<file path="config.mk">
export PLATFORM = sky130hd
export DESIGN_NAME = pcre_chain_engine
export DESIGN_NICKNAME = d
export VERILOG_FILES = /design/src/rtl/pcre_chain_engine.sv
export SDC_FILE = /design/constraint.sdc
export NUM_CORES = 1
export LEC_CHECK = 0
export BUFFER_PORTS_ARGS = -buffer_cell sky130_fd_sc_hd__buf_2
export CORE_ASPECT_RATIO = 1.4
export CORE_MARGIN = 3
export CORE_UTILIZATION = 49
export CTS_CLUSTER_SIZE = 16
export DETAILED_ROUTE_END_ITERATION = 10
export GPL_TIMING_DRIVEN = 0
export PLACE_DENSITY = 0.89
export SETUP_SLACK_MARGIN = 0.3
export SKIP_CTS_REPAIR_TIMING = 1
export SLEW_MARGIN = 30
export SYNTH_ARGS = -nofsm -noshare
export SYNTH_HDL_FRONTEND = slang
export SYNTH_SLANG_ARGS = --single-unit
</file>
<file path="constraint.sdc">
create_clock -name clk -period 4.7 [get_ports clk]
set_input_delay 0.94 -clock clk [delete_from_list [all_inputs] [get_ports clk]]
set_output_delay 0.94 -clock clk [all_outputs]
set_load 0.01 [all_outputs]
</file>
<file path="src/rtl/pcre_chain_engine.sv">
// Linear NFA for one PCRE rule: an ordered chain of character-class stages,
// any of which may be a Kleene-star stage. Consumes one decoded byte per en
// cycle and reports a sticky match, a first-match pulse and position, a
// saturating match count and a partial-match activity flag. sod clears all.
module pcre_chain_engine #(
    parameter int unsigned                   N_STAGES    = 23,
    parameter int unsigned                   N_CLASSES   = 128,
    parameter int unsigned                   CLS_W       = 7,
    parameter logic [N_STAGES*CLS_W-1:0]     STAGE_CLASS = '0,
    parameter logic [N_STAGES-1:0]           STAR_MASK   = '0,
    parameter bit                            ANCHORED    = 1'b0,
    parameter int unsigned                   POS_W       = 16,
    parameter int unsigned                   CNT_W       = 8
) (
    input  logic                 clk,
    input  logic                 sod,
    input  logic                 en,
    input  logic [N_CLASSES-1:0] cls_hit,
    output logic                 out,
    output logic                 match_pulse,
    output logic [POS_W-1:0]     match_pos,
    output logic [CNT_W-1:0]     match_cnt,
    output logic                 active
);

    localparam logic [POS_W-1:0] POS_ONE = POS_W'(1);
    localparam logic [CNT_W-1:0] CNT_ONE = CNT_W'(1);

    // Configuration sanity: the final stage is the accept state, so it must
    // consume a byte; a star there would make the rule match on nothing.
    if (N_STAGES < 1 || N_STAGES > 64) begin : g_bad_stage_count
        $error("pcre_chain_engine: N_STAGES must be in 1..64");
    end
    if (STAR_MASK[N_STAGES-1]) begin : g_bad_last_star
        $error("pcre_chain_engine: last stage must not be a star stage");
    end
    if (CLS_W != $clog2(N_CLASSES)) begin : g_bad_cls_w
        $error("pcre_chain_engine: CLS_W must equal clog2(N_CLASSES)");
    end

    logic [N_STAGES-1:0] stage_q;
    logic [N_STAGES-1:0] stage_d;
    logic [N_STAGES-1:0] stage_hit;
    logic                seen_q;      // at least one byte consumed since sod
    logic                en_d_q;      // previous edge consumed a byte
    logic [POS_W-1:0]    pos_q;
    logic [POS_W-1:0]    last_idx_q;
    logic                hit;

    // Classes not referenced by any stage are intentionally ignored.
    logic unused_cls;
    assign unused_cls = ^cls_hit;

    // Pick each stage's class bit out of the shared decoder bus.
    for (genvar i = 0; i < N_STAGES; i++) begin : g_sel
        assign stage_hit[i] = cls_hit[STAGE_CLASS[i*CLS_W +: CLS_W]];
    end

    // Next-state for the stage chain. carry walks the activity chain: it is
    // the predecessor's activity, and a star stage forwards it unchanged so
    // the following stage may fire with the star having matched zero bytes.
    always_comb begin
        logic carry;
        stage_d = '0;
        carry   = ANCHORED ? ~seen_q : 1'b1;
        for (int i = 0; i < N_STAGES; i++) begin
            stage_d[i] = stage_hit[i] & (carry | (STAR_MASK[i] & stage_q[i]));
            carry      = stage_q[i] | (STAR_MASK[i] & carry);
        end
    end

    assign hit    = stage_q[N_STAGES-1];
    assign active = |stage_q;

    // Byte-consumption state: stage registers, byte position, first-byte flag.
    always_ff @(posedge clk) begin
        if (sod) begin
            stage_q    <= '0;
            seen_q     <= 1'b0;
            en_d_q     <= 1'b0;
            pos_q      <= '0;
            last_idx_q <= '0;
        end else begin
            en_d_q <= en;
            if (en) begin
                stage_q    <= stage_d;
                seen_q     <= 1'b1;
                last_idx_q <= pos_q;
                if (pos_q != '1) begin
                    pos_q <= pos_q + POS_ONE;
                end
            end
        end
    end

    // Match reporting one edge behind hit; out is sticky until sod and the
    // first rise captures the index of the byte that completed the match.
    always_ff @(posedge clk) begin
        if (sod) begin
            out         <= 1'b0;
            match_pulse <= 1'b0;
            match_pos   <= '0;
            match_cnt   <= '0;
        end else begin
            match_pulse <= 1'b0;
            if (hit) begin
                out <= 1'b1;
                if (!out) begin
                    match_pulse <= 1'b1;
                    match_pos   <= last_idx_q;
                end
            end
            // Count once per consumed byte that leaves the accept stage set,
            // so idle cycles with hit still high do not recount.
            if (en_d_q && hit && match_cnt != '1) begin
                match_cnt <= match_cnt + CNT_ONE;
            end
        end
    end

endmodule

</file>
==> results.md, run 1 <==
- CP endpoint kind: output port
- Post-synth top cells: dfxtp_1 (82), nor2_1 (58), nand2_1 (40), a21oi_1 (26), a22oi_1 (21)
- Worst-Margin Slew: 0.743 ns
- Via count: ~2700
- Num CTS Buffers: 9
- Post-Syn Area: ~0.0032 sq mm
- Largest net degree at the start of global routing: 14
- Starting DRT DRC Count: 234
- Mapped Cells: approximately 360
- Top cells by area, synth: dfxtp_1 (51%), nor2_1 (6.8%), mux2i_1 (5.9%)
- Share of cells above drive strength 1: 0.137
- GRT Total Usage: 0.181
- Share of the synthesized area in the top cell type: 0.511
- Die ar.: between 0.007 and 0.008 sq mm
- Drt total wl: between 6 and 7 mm
- Area growth syn-to-layout: 14.5%
- Initial Util: 0.510
- Yosys cell types: 45
- Status: complete, no violations
- Hold Fails Final Rpt: 0
- Syn Area/Cell: 8.98 sq um
- RePlAce Congestion: roughly 0.95
- CP arrival: 1.50 ns
- Max Fclk: a little over 400 MHz
- WL/cell: 13.5 um
- Hold crit path type: reg -> reg
- Max-cap violation count: 0
- Shortest period the worst path allows: roughly 2.4 ns
- Hold slack: 0.452 ns
- Mapped Nets: 491
- Dpl hpwl: around 4.6 mm
- GRT overflow: 0
- CP startpoint kind: flop
- Setup Total Neg Slack: 0 ns
- Sequential area share after synthesis: 0.511
- First-pass GRT wire length: roughly 11 mm
- DRT Pass-1 Iters: 4
- Power per cell area: 361 mW/mm^2
- Post-synth EDFFs: 0
- Vias/cell: 5.60
- Vias in the first global route: about 2500
- Final setup vio count: 0
- Crit path max fanout: 7
- Final #Nets: 531
- Clock H-tree levels: 3
- # DRC: 0
- Flops & latches, synth: about 80
- Core area: 0.00630 sq mm
- Worst-case clock buffer depth: 2
- Fin. max-slew vios: 0
- Die W: 74.4 um
- Top FF cell, synth: dfxtp_1
- Rows: 34
- ANT cells: 0
- Routed Antenna Nets: 0
- Skew final: 0.00930 ns
- TritonCTS clock tree: built
- Area leader, netlist: dfxtp_1
- Die Y: 102 um
- Leakage: roughly 1.4 nW
- Initial antenna violation count: 0
- Rel. slew slack: 0.501
- Setup CP Type: reg -> out
- Io pins: 158
- CTS root buffer: clkbuf_8
- CTS sink cnt: 82
- Cell with the most instances after synthesis: dfxtp_1
- Max IR drop VDD: between 0.00015 and 0.0002 V
- Ys Warns: 0
- Clock latency on the worst-skew pair: 0.34 ns
- WP data required: around 3.8 ns
- RSZ-0062 raised after global routing: false
- Asr flop ratio synth: 0
- Final period util: 0.520
- Reg clk slew, reported paths: 0.08 ns
- Number of port buffers: 29
## kinds of logic (layout without fill, tap and decap cells)
| kind of cell | after synthesis | count (layout) | share of synthesized area |
|---|---|---|---|
| AOI/OAI and AO/OA | 66 | 66 | 0.132 |
| xor gates and xnor gates | 7 | 7 | 0.0191 |
| adders and majority gates | 2 | 2 | 0.00779 |
| buffers and inverters | 26 | 70 | 0.0327 |
| DFF | 82 | 82 | 0.511 |
| muxes | 21 | 21 | 0.0674 |
| and+or+nand+nor | 154 | 154 | 0.230 |
## worst paths after layout
kind / from / to / slack [ns] / depth (start not counted)
setup / recovery: stage_q[22]$_SDFFE_PP0P_ / active / 2.26 / 4
hold / removal: match_pos[12]$_SDFFE_PP0P_ / match_pos[12]$_SDFFE_PP0P_ / 0.45 / 2
setup reg to reg: pos_q[8]$_SDFFE_PP0P_ / pos_q[7]$_SDFFE_PP0P_ / 2.72 / 4
hold reg to reg: match_pos[12]$_SDFFE_PP0P_ / match_pos[12]$_SDFFE_PP0P_ / 0.45 / 2
## sequential cells by signal (all words and copies together), names as in the netlist
register	count
pos_q	16
match_cnt	8
last_idx_q	16
match_pulse	1
en_d_q	1
stage_q	23
match_pos	16
out	1
## area by class of cell
class,count,area (sq um)
fill,523,2620
sequential,82,1640
multi-input combinational,250,1470
timing repair buffer,29,145
clock buffer,10,128
clock inverter,5,104
buffer,22,90.1
tap,72,90.1
inverter,4,15.0
## metrics by stage
stage / utilization / cell area (sq um) / std cells / setup slack, ns / total power, W
after floorplan: - / 3210 / 358 / 2.56 / 0.000745
after global placement: 0.548 / 3450 / 459 / 2.25 / 0.000755
after detailed placement: 0.548 / 3450 / 459 / 2.08 / 0.000756
after CTS: 0.584 / 3680 / 474 / 2.24 / 0.00134
after global routing: 0.584 / 3680 / 474 / 2.14 / 0.00137
final: 0.584 / 3680 / 474 / 2.26 / 0.00133
## placed cells by master (no fill, tap or decap), types with 4 or more instances in the layout
cell type   n
a22oi_1    21
nand4_1     7
nand2_1    40
xor2_1      5
nor2_1     58
buf_2      32
a21oi_1    26
dfxtp_1    82
nand3_1     7
o21ai_0     6
or3_1       4
mux2i_1    19
clkbuf_8    9
clkbuf_1   19
nor4_1     10
## routing by layer
layer / track usage / wire (um) / up-vias
met5: 0 / 0 / -
met2: 0.304 / 3140 / 59
met1: 0.213 / 2850 / 1238
met4: 0.0822 / 121 / 0
li1: - / - / 1345
met3: 0.0453 / 280 / 13
## worst max-delay path: stages (launching register included)
cell and delay, ns:
dfxtp_1 0.37, nor4_1 0.32, and4_1 0.25, nand3_1 0.08, buf_2 0.15
## power by group
group          total [W]  internal, W  leakage, nW  switching (W)
Combinational  0.0000398    0.0000116        0.608      0.0000282
Clock           0.000588     0.000350        0.116       0.000237
Sequential      0.000700     0.000697        0.661     0.00000299
Power figures use the tool's default switching activity.
==> run 2, diff against run 1 <==
--- a/config.mk
+++ b/config.mk
@@ -5,14 +5,15 @@
 export SDC_FILE = /design/constraint.sdc
 export NUM_CORES = 1
 export LEC_CHECK = 0
+export ABC_AREA = 1
 export BUFFER_PORTS_ARGS = -buffer_cell sky130_fd_sc_hd__buf_2
 export CORE_ASPECT_RATIO = 1.4
 export CORE_MARGIN = 3
-export CORE_UTILIZATION = 49
+export CORE_UTILIZATION = 42
 export CTS_CLUSTER_SIZE = 16
 export DETAILED_ROUTE_END_ITERATION = 10
 export GPL_TIMING_DRIVEN = 0
-export PLACE_DENSITY = 0.89
+export PLACE_DENSITY = 0.8
 export SETUP_SLACK_MARGIN = 0.3
 export SKIP_CTS_REPAIR_TIMING = 1
 export SLEW_MARGIN = 30
==> constraint.sdc (replaced) <==
create_clock -name clk -period 2.1 [get_ports clk]
set_input_delay 0.42 -clock clk [delete_from_list [all_inputs] [get_ports clk]]
set_output_delay 0.42 -clock clk [all_outputs]
set_load 0.01 [all_outputs]
==> run 2 against run 1 <==
Compared with the run above: flip-flop and latch count unchanged; die area grew 21%; utilization down 8.6 points; sequential share of layout area fell by 2.3 points; final cell count grew 28%; critical endpoint unchanged; highest routed layer unchanged.
==> results.md, run 2 <==
- Status: complete, no violations
- Top FF cell, synth: dfxtp_1
- Core area: ~0.0078 sq mm
- Final #Nets: 638
- Final period util: 0.847
- Num CTS Buffers: 9
- CP arrival: 1.36 ns
- Initial Util: 0.433
- Worst-Margin Slew: 0.603 ns
- Power per cell area: 750 mW/mm^2
- Drt total wl: 7.55 mm
- Crit path max fanout: 4
- Clock latency on the worst-skew pair: around 0.36 ns
- Hold crit path type: in -> reg
- Final setup vio count: 0
- Routed Antenna Nets: 0
- Hold Fails Final Rpt: 0
- Area after DPL: 0.00365 sq mm
- Met3 wire len: 382 um
- Rows: 38
- Most frequent cells in the layout: nor2_1 (105), dfxtp_1 (80), nand2_1 (78)
- Setup CP Type: reg -> out
- Die Y: 112 um
- Clock H-tree levels: 3
- Wire length on met2: about 3.8 mm
- Most flops, register: stage_q
- Flops & latches, synth: slightly above 80
- Yosys cell types: 24
- Fin util: 0.498
- Mapped Nets: 597
- First-pass GRT wire length: 12.8 mm
- WL/cell: 12.4 um
- Critical Path, Cell by Cell: inv_2 -> nand2_1 -> nor4_2 -> nand4_1 -> buf_2
- Area growth syn-to-layout: 15.0%
- Top Metal Used: met4
- Starting DRT DRC Count: 282
- Reg clk slew, reported paths: 0.08 ns
- CTS sink cnt: 82
- Sequential area share after synthesis: 0.486
- GRT overflow: 0
- Mapped Cells: 464
- Crit-path slowest cell: dfxtp_2
- Hold slack: between 0.3 and 0.4 ns
- Max IR drop VDD: around 0.00052 V
- Hold Path Depth: 3
- Ys Warns: 0
- Asr flop ratio synth: 0
- Post-synth EDFFs: 0
- Max reg flops: 23
- CP startpoint kind: flop
- Share of the synthesized area in the top cell type: 0.486
- Cell with the most instances after synthesis: nor2_1
- Leakage: 1.60 nW
- WL met1: between 3 and 4 mm
- Max-cap violation count: 0
- RePlAce Congestion: 0.902
- Max Fclk: 562 MHz
- Delay of the slowest cell on the worst path: 0.35 ns
- Fin. max-slew vios: 0
- Area leader, netlist: dfxtp_1
- DRT Pass-1 Iters: 4
- Syn Area/Cell: 7.28 sq um
- ANT cells: 0
- # DRC: 0
- Crit path max-delay family: simple AND/OR/NAND/NOR gates
- CTS root buffer: clkbuf_8
- CP endpoint kind: output port
- GRT Total Usage: 0.175
- WP data required: 1.68 ns
- Vias/cell: 5.18
- Most common cell after layout, fill and taps aside: nor2_1
- RSZ-0062 raised after global routing: true
- Share of cells above drive strength 1: 0.143
- Rel. slew slack: 0.598
- Initial antenna violation count: 0
- Sum of buffers and inverters on the critical path: 2
- TritonCTS clock tree: built
- Worst-case clock buffer depth: 2
- Post-Syn Area: about 0.0034 sq mm
- R2R depth: 9
- Top cells by area, synth: dfxtp_1 (49%), nor2_1 (12%), nand2_1 (8.7%)
- Io pins: ~160
- Post-synth top cells: nor2_1 (105), dfxtp_1 (82), nand2_1 (78), a21oi_1 (46), nand3_1 (44)
- Post-route cell area: 0.00388 sq mm
- Setup Total Neg Slack: 0 ns
- Via count: 3156
- Die ar.: 0.00917 sq mm
- Die W: 81.8 um
- Critical Path Stages: 5
- Vias in the first global route: 3029
- Largest net degree at the start of global routing: 14
- Skew final: 0.00914 ns
- Number of port buffers: 30
- Dpl hpwl: 5.52 mm
- Shortest period the worst path allows: between 1.5 and 2 ns
run 2: worst register-to-register path, stage by stage (launching register included):
cell     delay, ns
dfxtp_1       0.38
ha_1          0.21
nand2_1       0.08
nor2_1        0.15
nand2_1       0.15
nand2_2       0.17
nor2_1        0.08
nand2_1       0.06
nand2_1       0.04
nor2_1        0.09
run 2: final cells by class:
cell class                      instances  area [sq um]
Timing Repair Buffer                   30           150
Sequential cell                        82          1640
Multi-Input combinational cell        335          1550
Clock inverter                          3          46.3
Inverter                               25          93.8
Buffer                                 22           108
Tap cell                              100           125
Fill cell                             752          3910
Clock buffer                           12           165
run 2: cells by family after synthesis:
kind of cell               after synthesis  share of synthesized area
DFF                                     82                      0.486
and+or+nand+nor                        250                      0.322
xor gates and xnor gates                 2                    0.00518
AOI/OAI and AO/OA                       81                      0.120
adders and majority gates                2                    0.00740
buffers and inverters                   47                     0.0596
run 2: report_power, final:
part / leakage, nW / switching, W / internal, W
clock network: 0.105 / 0.000560 / 0.000644
registers: 0.665 / 0.0000133 / 0.00157
logic: 0.827 / 0.0000860 / 0.0000342
run 2: worst paths after layout:
kind / from / end / slack, ns
worst min-delay path: cls_hit[0] / stage_q[1]$_SDFFE_PP0P_ / 0.38
worst max-delay path: stage_q[22]$_SDFFE_PP0P_ / active / 0.32
worst min register to register: last_idx_q[13]$_SDFFE_PP0P_ / last_idx_q[13]$_SDFFE_PP0P_ / 0.48
worst max register to register: match_cnt[0]$_SDFFE_PP0P_ / match_cnt[7]$_SDFFE_PP0P_ / 0.63
run 2: per-layer routing:
metal / vias to the layer above / global-route usage
li1: 1591 / -
met1: 1482 / 0.196
met2: 66 / 0.307
met3: 17 / 0.0385
met4: 0 / 0.0809
met5: - / 0
run 2: through the flow:
stage / setup WS [ns] / power (W) / instances
after CTS: 0.231 / 0.00293 / 609
after global placement: 0.458 / 0.00174 / 594
after detailed placement: 0.467 / 0.00174 / 594
after floorplan: 0.743 / 0.00170 / 464
after global routing: 0.266 / 0.00302 / 609
final: 0.320 / 0.00291 / 609
==> run 3, diff against run 2 <==
==> constraint.sdc (replaced) <==
create_clock -name clk -period 1.4 [get_ports clk]
set_input_delay 0.28 -clock clk [delete_from_list [all_inputs] [get_ports clk]]
set_output_delay 0.28 -clock clk [all_outputs]
set_load 0.01 [all_outputs]
==> run 3 against run 2 <==
Compared with the run above: the flow now finishes with violations (setup timing); combinational power grew 65%; final cell count grew 3.6%; register-to-register slack lost 0.67 ns; first-iteration DRC count grew 41%; clock power grew 53%; worst hold slack lost 0.15 ns; via count grew 11%; die area is the same; cell area grew 21%.
==> results.md, run 3 (synthesis results as in run 2) <==
- Vias/cell: 5.54
- Shortest period the worst path allows: 1.66 ns
- Crit-path slowest cell: dfxtp_2
- Sum of buffers and inverters on the critical path: 1
- Leakage: 1.91 nW
- Skew final: 0.0108 ns
- GRT overflow: 0
- Via count: about 3500
- Rows: 38
- # DRC: 0
- Largest net degree at the start of global routing: 15
- WL/cell: 15.5 um
- ANT cells: 0
- Crit path max fanout: 3
- WP data required: 1.12 ns
- Crit path max-delay family: simple AND/OR/NAND/NOR gates
- Area growth syn-to-layout: 39.0%
- Die Y: roughly 110 um
- Hold Startpoint: cls_hit[0]
- Clock latency on the worst-skew pair: 0.36 ns
- Final setup vio count: 11
- Fillers: 626
- Power Total: approximately 0.0044 W
- Share of cells above drive strength 1: 0.373
- Reg clk slew, reported paths: around 0.08 ns
- Most flops, register: stage_q
- Drt total wl: 9.79 mm
- Area of the multi-input gates: 0.00186 sq mm
- CP startpoint kind: flop
- Status: complete, but fails checks
- Starting DRT DRC Count: 397
- Most frequent cells in the layout: nor2_1 (95), nand2_1 (67), dfxtp_1 (39)
- Final #Nets: 660
- CTS sink cnt: about 80
- Core area: ~0.0078 sq mm
- Met2 usage: 0.318
- Rel. slew slack: 0.596
- Max reg flops: 23
- Die W: 81.8 um
- Initial antenna violation count: 0
- Final period util: 1.18
- Dpl hpwl: 5.64 mm
- Worst flop-to-flop path startpoint: pos_q[12]$_SDFFE_PP0P_
- Area after DPL: 0.00376 sq mm
- Most crowded layer after global routing: met2
- Setup CP Type: reg -> out
- CP endpoint kind: output port
- Critical Path, Cell by Cell: nor2_1 -> nand2_1 -> nor4_2 -> nand4_1 -> buf_2
- Max-cap violation count: 0
- Delay of the slowest cell on the worst path: 0.33 ns
- Die ar.: 0.00917 sq mm
- GRT Total Usage: 0.180
- Io pins: approximately 160
- Fin util: 0.603
- Clock H-tree levels: 3
- Max IR drop VDD: 0.000705 V
- Worst Slack Setup Final: -0.258 ns
- Hold Fails Final Rpt: 0
- Met3 Track Usage GR: 0.0329
- RePlAce Congestion: ~0.87
- Critical Path Source: stage_q[4]$_SDFFE_PP0P_
- Vias in the first global route: 3019
- TritonCTS clock tree: built
- CP arrival: approximately 1.4 ns
- Routed Antenna Nets: 0
- RSZ-0062 raised after global routing: true
- Max Fclk: 603 MHz
- Number of port buffers: 30
- DRT Pass-1 Iters: 6
- Register area: 0.00174 sq mm
- Worst-case clock buffer depth: 2
- Most common cell after layout, fill and taps aside: nor2_1
- Hold crit path type: in -> reg
- Failing checks: setup timing
- Fin. max-slew vios: 0
- Worst-Margin Slew: 0.606 ns
- Num CTS Buffers: 9
- Power per cell area: around 930 mW/mm^2
- Hold slack: about 0.23 ns
- Setup Total Neg Slack: -0.476 ns
- Initial Util: 0.433
- First-pass GRT wire length: 13.1 mm
- Post-route cell area: 0.00470 sq mm
- CTS root buffer: clkbuf_8
- GR Layer Usage met1: 0.211
run 3: cell type report:
cell class                      instances  area share
Clock inverter                          5      0.0128
Sequential cell                        82       0.370
Inverter                               25      0.0216
Buffer                                 22      0.0282
Timing Repair Buffer                   52       0.113
Clock buffer                           10      0.0317
Multi-Input combinational cell        335       0.397
Tap cell                              100      0.0266
run 3: final timing paths:
path	endpoint	slack, ns	cells past startpoint
setup / recovery	active	-0.26	5
hold / removal	stage_q[22]$_SDFFE_PP0P_	0.23	3
setup reg to reg	pos_q[10]$_SDFFE_PP0P_	-0.04	7
hold reg to reg	last_idx_q[13]$_SDFFE_PP0P_	0.47	2
run 3: routing by layer:
metal  vias up  routed length, um
li1       1638                  -
met1      1654               3680
met2       147               5180
met3        57                499
met4         0                428
met5         -                  0
run 3: where the power goes:
group / switching, W / leakage, nW / internal, W
Combinational: 0.000140 / 1.12 / 0.0000582
Clock: 0.000904 / 0.104 / 0.000932
Sequential: 0.0000248 / 0.691 / 0.00233
run 3: per-stage QoR:
stage               instances  setup slack, ns
finish                    631           -0.258
global placement          594           -0.121
global route              631           -0.340
floorplan                 464            0.218
CTS                       609           -0.316
detailed placement        594           -0.104
run 3: worst reg2reg max path, delay by kind of cell (launching register included):
family | cells | cell delay [ns]
buffers and inverters | 1 | 0.24
DFF | 1 | 0.41
and+or+nand+nor | 6 | 0.72
